## config.mk

```make
export PLATFORM = sky130hd
export DESIGN_NAME = pipe_skid_stage
export DESIGN_NICKNAME = d
export VERILOG_FILES = /design/src/rtl/pipe_skid_stage.sv
export SDC_FILE = /design/constraint.sdc
export NUM_CORES = 1
export LEC_CHECK = 0
export ABC_AREA = 1
export BUFFER_PORTS_ARGS = -buffer_cell sky130_fd_sc_hd__buf_4
export CAP_MARGIN = 20
export CORE_MARGIN = 2
export CORE_UTILIZATION = 55
export DETAILED_ROUTE_END_ITERATION = 10
export GPL_TIMING_DRIVEN = 1
export PLACE_DENSITY = 0.8
export SLEW_MARGIN = 5
export SYNTH_ARGS = -nofsm -noshare
export SYNTH_HDL_FRONTEND = slang
export SYNTH_SLANG_ARGS = --single-unit
```

## constraint.sdc

```tcl
create_clock -name clk -period 1.6 [get_ports clk]
set_input_delay 0.4 -clock clk [delete_from_list [all_inputs] [get_ports clk]]
set_output_delay 0.4 -clock clk [all_outputs]
set_load 0.01 [all_outputs]
```

## src/rtl/pipe_skid_stage.sv

```systemverilog
// Pipeline stage register with valid/ready handshake, flush, hold-level stall
// and an optional 2-entry skid buffer that keeps in_ready off the out_ready path.
module pipe_skid_stage #(
    parameter int unsigned    DW         = 32,
    parameter logic [DW-1:0]  NOP_VAL    = {DW{1'b0}},
    parameter bit             SKID_EN    = 1'b1,
    parameter logic [2:0]     HOLD_LEVEL = 3'd2
) (
    input  logic          clk,
    input  logic          rst,
    input  logic [2:0]    hold_flag_i,
    input  logic          flush_i,
    input  logic          in_valid,
    input  logic [DW-1:0] in_data,
    output logic          in_ready,
    output logic          out_valid,
    output logic [DW-1:0] out_data,
    input  logic          out_ready,
    output logic [1:0]    occ
);

    logic          m_valid_r;
    logic [DW-1:0] m_data_r;
    logic          s_valid_r;
    logic [DW-1:0] s_data_r;
    logic          rst_done_r;

    logic          hold_s;
    logic          ready_base_s;
    logic          push_s;
    logic          pop_s;
    logic          m_valid_nx_s;
    logic [DW-1:0] m_data_nx_s;
    logic          s_valid_nx_s;
    logic [DW-1:0] s_data_nx_s;

    // Handshake qualifiers; rst_done_r keeps in_ready low until one clean edge after reset.
    always_comb begin
        hold_s = (hold_flag_i >= HOLD_LEVEL);
        if (SKID_EN) begin
            ready_base_s = !s_valid_r;
        end else begin
            ready_base_s = !m_valid_r | out_ready;
        end
        in_ready = ready_base_s & rst_done_r & rst & !hold_s & !flush_i;
        push_s   = in_valid & in_ready;
        pop_s    = m_valid_r & out_ready;
    end

    // Next-state for main and skid registers; invalid entries always carry NOP_VAL.
    always_comb begin
        m_valid_nx_s = m_valid_r;
        m_data_nx_s  = m_data_r;
        s_valid_nx_s = s_valid_r;
        s_data_nx_s  = s_data_r;
        if (flush_i) begin
            m_valid_nx_s = 1'b0;
            m_data_nx_s  = NOP_VAL;
            s_valid_nx_s = 1'b0;
            s_data_nx_s  = NOP_VAL;
        end else if (pop_s) begin
            if (s_valid_r) begin
                m_valid_nx_s = 1'b1;
                m_data_nx_s  = s_data_r;
                s_valid_nx_s = 1'b0;
                s_data_nx_s  = NOP_VAL;
            end else if (push_s) begin
                m_valid_nx_s = 1'b1;
                m_data_nx_s  = in_data;
            end else begin
                m_valid_nx_s = 1'b0;
                m_data_nx_s  = NOP_VAL;
            end
        end else if (push_s) begin
            if (!m_valid_r) begin
                m_valid_nx_s = 1'b1;
                m_data_nx_s  = in_data;
            end else begin
                s_valid_nx_s = 1'b1;
                s_data_nx_s  = in_data;
            end
        end else begin
            m_valid_nx_s = m_valid_r;
        end
    end

    // Storage registers with synchronous active-low reset.
    always_ff @(posedge clk) begin
        if (!rst) begin
            m_valid_r  <= 1'b0;
            m_data_r   <= NOP_VAL;
            s_valid_r  <= 1'b0;
            s_data_r   <= NOP_VAL;
            rst_done_r <= 1'b0;
        end else begin
            m_valid_r  <= m_valid_nx_s;
            m_data_r   <= m_data_nx_s;
            s_valid_r  <= s_valid_nx_s;
            s_data_r   <= s_data_nx_s;
            rst_done_r <= 1'b1;
        end
    end

    assign out_valid = m_valid_r;
    assign out_data  = m_data_r;
    assign occ       = {1'b0, m_valid_r} + {1'b0, s_valid_r};

endmodule

```

==> results of run 1 <==
[registers in the layout, indices dropped and copies added, names as in the netlist]
signal,count
out_data,32
out_valid,1
rst_done_r,1
s_data_r,32
s_valid_r,1
[synthesized netlist by cell type, types with 3 or more instances]
cell,instances
a21oi_1,39
nand2_4,3
nor2_1,59
o21bai_1,32
nand2_1,195
inv_1,45
buf_2,14
buf_1,5
dfxtp_1,67
clkbuf_1,25
nand3_1,58
buf_6,4
nand4_1,32
[layer usage]
metal	up-vias	routed length, um	track usage [%]
li1	2016	-	-
met1	1772	4160	33.2
met2	130	4570	43.7
met3	13	565	4.76
met4	0	124	11.1
met5	-	0	0
[power groups by stage]
stage	combinational (mW)	clock [mW]	sequential (mW)
2_1_floorplan	0.125	0	1.72
3_3_place_gp	0.273	0	1.71
3_5_place_dp	0.277	0	1.71
4_1_cts	0.279	1.62	1.68
5_1_grt	0.313	1.70	1.67
6_report	0.285	1.61	1.67
[metrics by stage]
stage | hold WS (ns) | instance area (um^2) | setup slack, ns | power, mW | setup TNS (ns)
2_1_floorplan | 0.428 | 3770 | 0.00211 | 1.84 | 0
3_3_place_gp | 0.449 | 4440 | -0.00790 | 1.99 | -0.0425
3_5_place_dp | 0.459 | 4440 | -0.0561 | 1.99 | -0.743
4_1_cts | 0.152 | 4670 | 0.00354 | 3.58 | 0
5_1_grt | 0.154 | 4700 | 0.0150 | 3.69 | 0
6_report | 0.159 | 4700 | 0.0413 | 3.57 | 0
[layout make-up]
cell class | count | share of cell area, %
Clock buffer | 10 | 2.93
Clock inverter | 6 | 1.89
Inverter | 47 | 3.97
Multi-Input combinational cell | 426 | 43.2
Sequential cell | 67 | 28.7
Tap cell | 80 | 2.13
Timing Repair Buffer | 101 | 17.2
[timing repair]
| action | in CTS | in global routing |
|---|---|---|
| pin swaps | 0 | 2 |
| setup buffers | 0 | 2 |
| resized for setup | 2 | 4 |
| endpoints found under the setup margin | 10 | 28 |
[final timing paths]
path	start	endpoint	slack [ns]	cells past startpoint
worst max-delay path	s_valid_r	occ[0]	0.04	2
worst min-delay path	rst	rst_done_r	0.16	1
worst max register to register	s_valid_r	s_data_r[1]	0.14	9
worst min register to register	s_data_r[12]	s_data_r[12]	0.47	2
[cell families (layout without fill, tap and decap cells)]
kind of cell    Yosys count  count (layout)  synth area share (%)
fa+ha+maj                 1               1                 0.332
buf+inv                  95             164                  10.9
simple gates            352             352                  41.1
flops                    67              67                  35.5
compound gates           73              73                  12.1
[critical path: cells and delay by family, from the launching register on]
family                     cells  cell delay (ns)
buffers and inverters          1             0.15
adders and majority gates      1             0.29
DFF                            1             0.37
==> metrics.csv, run 1 <==
stage,metric,value,unit
cells_and_area,drive_above_1_share,20.1,%
critical_path,critPathArrivalTime,1.16,ns
critical_path,critPathCaptureType,output pin,
clock_tree,cts-root-buf,clkbuf_8,
timing,drv_slew,0,
route,vias,3931,
route,route.final.wire_length,9410,um
cells_and_area,final_core_util,69.9,%
synthesis,yosysUniqueCellTypes,23,
critical_path,crit_path_cell_trace,ha_1 -> buf_4,
timing,clock_skew,0.0100,ns
synthesis,ys_async_sr_fraction,0,%
synthesis,yosysWarnings,0,
power,p_int,2.71,mW
critical_path,critical_path_class,reg2out,
job,cap_violations,0,
floorplanning,io_pins,76,
critical_path,crit_required,1.20,ns
timing,max_freq,642,MHz
floorplanning,start_util,56.2,%
global_routing,antenna_found_initial,0,
synthesis,synth-edff-count,0,
clock_tree,cts_buffer_depth,2,
power,p_per_area,759,nW/um^2
floorplanning,die_x,86.8,um
clock_tree,cts_tree,done,
power,peakVddDrop,0.529,mV
critical_path,path_max_fanout,5,
timing,post-route-period-util,97.4,%
clock_tree,cts_inserted_buffers,9,
cells_and_area,seq_area,1350,um^2
route,ant_nets,0,
cells_and_area,mostFrequentLayoutCell,nand2_1,
synthesis,syn_area,3770,um^2
global_routing,grt_max_degree,54,
cells_and_area,fillerInstances,578,
cells_and_area,layout.cells.non_filler,737,
timing,fin_crit,1.56,ns
placement,dpl.hpwl,6070,um
run_status,outcome,completed,
clock_tree,htree_levels,3,
synthesis,ys_seq_area_share,35.5,%
hold_path,hold_path_class,in2reg,
clock_tree,path_clk_slew,0.07,ns
timing,relSlewSlack,80.2,%
synthesis,yosys.area.top_type,dfxtp_1,
synthesis,synth_ff_type,dfxtp_1,
power,switchingPower,0.854,mW
cells_and_area,mostFrequentLayoutCells,"nand2_1, buf_4, dfxtp_1",
critical_path,cp-start-kind,register,
clock_tree,postCtsHoldBufs,0,
floorplanning,die_area,7540,um^2
cells_and_area,area_growth,24.5,%
synthesis,synth-seq-cells,67,
cells_and_area,multiInputGateArea,2030,um^2
synthesis,yosysTopAreaCellShare,35.5,%
timing,setup_violations,0,
placement,dp_cells,719,
placement,io_buffer_count,74,
power,share_comb_of_total_power,8.0,%
global_routing,gr-total-overflow,0,
route,avgViaCountPerCell,5.33,
power,clockPowerShare,45.1,%
floorplanning,fp-row-count,30,
synthesis,syn_inst,588,
clock_tree,clk_latency,0.35,ns
timing,finalHoldViolCount,0,
floorplanning,core_area,6720,um^2
global_routing,track_usage,26.2,%
power,sw_frac_of_total,23.9,%
synthesis,synth_area_leaders,"dfxtp_1, nand2_1, nand3_1",
route,drc,0,
synthesis,synth_fp_nets,629,
clock_tree,clkSinkCount,67,
timing,rsz0062_at_grt,false,
power,leakagePower,2.24,nW
critical_path,slowest_delay,0.37,ns
cells_and_area,finish.net_count,693,
global_routing,grt_pass1_wl,16000,um
power,p_seq_share,46.9,%
placement,gp_congestion,0.804,
route,drtIter0Drc,279,
synthesis,syn_area_per_cell,6.42,um^2
timing,tightest_slew,0.297,ns
floorplanning,die_h,86.8,um
cells_and_area,antenna_cells,0,
global_routing,grt_pass1_vias,3647,
route,dr.pass1.iters,5,
critical_path,slowest_stage,dfxtp_4,
route,wl_per_cell,12.8,um
Note: power is estimated with default switching activity, not from simulation.
==> inputs of run 2 (changes only) <==
--- a/config.mk
+++ b/config.mk
@@ -8,5 +8,4 @@
 export ABC_AREA = 1
 export BUFFER_PORTS_ARGS = -buffer_cell sky130_fd_sc_hd__buf_4
-export CAP_MARGIN = 20
 export CORE_MARGIN = 2
 export CORE_UTILIZATION = 55
==> constraint.sdc (replaced) <==
create_clock -name clk -period 1.6 [get_ports clk]
set_input_delay 0 -clock clk [delete_from_list [all_inputs] [get_ports clk]]
set_output_delay 0 -clock clk [all_outputs]
set_load 0.01 [all_outputs]
==> run 2 against run 1 <==
- design area up 5.2%
- non-clock buffer count up 22
- clock skew down 0.00082 ns
- via count up 6.4%
- flip-flop and latch count unchanged
- register-to-register slack about the same
- first-iteration DRC count up 0.36%
- largest cell class unchanged
- global-route usage up 1.5 points
==> metrics.csv, run 2 (same netlist as run 1, synthesis figures left out) <==
stage,metric,value,unit,change
floorplanning,die_h,86.8,um,unchanged
clock_tree,htree_levels,3,,unchanged
cells_and_area,antenna_cells,0,,unchanged
power,leakagePower,2.33,nW,+4.0%
critical_path,crit_path_cell_trace,buf_4 -> ha_1 -> buf_4,,
global_routing,track_usage,27.7,%,+1.5 points
critical_path,slowest_stage,dfxtp_1,,
cells_and_area,mostFrequentLayoutCell,nand2_1,,
critical_path,crit_required,1.60,ns,+0.40 ns
route,drc,0,,unchanged
critical_path,ff2ff_path_depth,8,,-1
route,avgViaCountPerCell,5.51,,+3.3%
clock_tree,cts-root-buf,clkbuf_8,,
clock_tree,cts_buffer_depth,2,,unchanged
placement,dpl.hpwl,5780,um,-4.8%
route,drtIter0Drc,280,,+0.36%
global_routing,gr-total-overflow,0,,unchanged
critical_path,reg2reg_from,s_valid_r,,
job,cap_violations,0,,unchanged
critical_path,critPathLaunch,s_valid_r,,
critical_path,critPathCaptureType,output pin,,
cells_and_area,fillerInstances,536,,-7.3%
cells_and_area,area_growth,30.9,%,
clock_tree,clk_latency,0.35,ns,about the same
clock_tree,cts_tree,done,,
power,clockPowerShare,46.3,%,+1.2 points
power,peakVddDrop,0.464,mV,-12%
timing,rsz0062_at_grt,false,,
floorplanning,die_area,7540,um^2,unchanged
clock_tree,clkSinkCount,67,,unchanged
timing,finalSetupTns,0,ns,unchanged
critical_path,critical_path_class,reg2out,,
global_routing,grt_pass1_wl,16800,um,+4.7%
critical_path,reg2reg_slack,0.13,ns,about the same
power,p_per_area,760,nW/um^2,about the same
critical_path,cpMostUsedCell,buf_4,,
critical_path,critPathArrivalTime,1.52,ns,+0.36 ns
critical_path,slowest_delay,0.35,ns,-0.02 ns
power,switchingPower,0.842,mW,-1.4%
placement,dp_cells,710,,-1.3%
clock_tree,cts_inserted_buffers,9,,unchanged
floorplanning,start_util,56.2,%,unchanged
hold_path,hold_path_class,in2reg,,
global_routing,grt_pass1_vias,3713,,+1.8%
timing,tightest_slew,0.386,ns,+0.0897 ns
timing,finalHoldViolCount,0,,unchanged
timing,post-route-period-util,95.2,%,-2.2 points
clock_tree,post-cts-setup-buffer-count,0,,unchanged
route,vias,4182,,+6.4%
placement,gp_congestion,0.766,,-4.8%
global_routing,grt_max_degree,61,,+13%
timing,drv_slew,0,,unchanged
critical_path,critPathCapture,occ[0],,
timing,setup_violations,0,,unchanged
critical_path,path_max_fanout,33,,+28
critical_path,cp_top_family,buffers and inverters,,
critical_path,r2r_end,out_data[15],,
timing,fin_crit,1.52,ns,-0.0348 ns
route,dr.pass1.iters,5,,unchanged
cells_and_area,layout.cells.non_filler,759,,+3.0%
timing,max_freq,656,MHz,+2.3%
timing,relSlewSlack,74.2,%,-6.0 points
floorplanning,core_area,6720,um^2,unchanged
global_routing,antenna_found_initial,0,,unchanged
power,sw_frac_of_total,22.4,%,-1.5 points
floorplanning,io_pins,76,,unchanged
cells_and_area,mostFrequentLayoutCells,"nand2_1, buf_4, dfxtp_1",,
floorplanning,fp-row-count,30,,unchanged
route,wl_per_cell,13.5,um,+5.4%
critical_path,crit_cells,3,,+1
floorplanning,die_x,86.8,um,unchanged
run_status,outcome,completed,,
clock_tree,path_clk_slew,0.07,ns,about the same
cells_and_area,drive_above_1_share,17.2,%,-2.9 points
cells_and_area,final_core_util,73.5,%,+3.6 points
power,p_int,2.91,mW,+7.2%
critical_path,crit_buf_inv,2,,+1
power,p_seq_share,44.7,%,-2.2 points
cells_and_area,finish.net_count,715,,+3.2%
critical_path,cp-start-kind,register,,
hold_path,worstHoldStart,flush_i,,
power,share_comb_of_total_power,9.0,%,+1.0 points
timing,clock_skew,0.00923,ns,-0.000819 ns
route,route.final.wire_length,10200,um,+8.6%
route,ant_nets,0,,unchanged
placement,io_buffer_count,74,,unchanged
-- run 2: cell type report --
cell class | instances | area [um^2] | share of cell area, %
clock buffers | 11 | 141 | 2.86
clock inverters | 5 | 100 | 2.03
inverters | 47 | 185 | 3.75
multi-input cells | 426 | 2020 | 41.0
flip-flops and latches | 67 | 1340 | 27.2
well taps | 80 | 100 | 2.03
repair buffers | 123 | 1050 | 21.2
-- run 2: worst min path at each step --
stage / end / depth (start not counted)
detailed placement: rst_done_r / 1
global placement: rst_done_r / 1
floorplan: rst_done_r / 0
global route: out_valid / 4
CTS: out_valid / 4
finish: out_valid / 4
-- run 2: power groups by stage --
stage                     sequential, mW  combinational (mW)  clock [mW]
after floorplan                     1.72               0.125           0
after global placement              1.71               0.263           0
after detailed placement            1.71               0.266           0
after CTS                           1.68               0.331        1.75
after global routing                1.68               0.368        1.82
final                               1.68               0.339        1.74
-- run 2: through the flow --
| step | setup slack, ns | total power [mW] | instance area [um^2] | hold WS [ns] |
|---|---|---|---|---|
| 2_1_floorplan | 0.206 | 1.84 | 3770 | 0.0277 |
| 3_3_place_gp | 0.156 | 1.98 | 4360 | 0.116 |
| 3_5_place_dp | 0.109 | 1.98 | 4360 | 0.115 |
| 4_1_cts | 0.0723 | 3.76 | 4930 | 0.00491 |
| 5_1_grt | 0.0249 | 3.86 | 4940 | 0.0150 |
| 6_report | 0.0761 | 3.75 | 4940 | 0.00314 |
-- run 2: repair_timing --
item	4_1_cts	5_1_grt
hold buffers	33	0
setup endpoints to repair	0	27
resized for setup	0	2
hold endpoints to repair	38	0
-- run 2: tightest hold or removal path: stages --
cell	delay, ns
buf_4	0.09
nor2_4	0.06
nand3_4	0.09
a21oi_1	0.06
-- run 2: metal layers --
metal / up-vias / track usage (%) / share of wire, %
li1: 2063 / - / -
met1: 1920 / 34.5 / 42
met4: 0 / 9.09 / 1.8
met5: - / 0 / 0
met2: 181 / 46.8 / 49
met3: 18 / 6.86 / 7.6
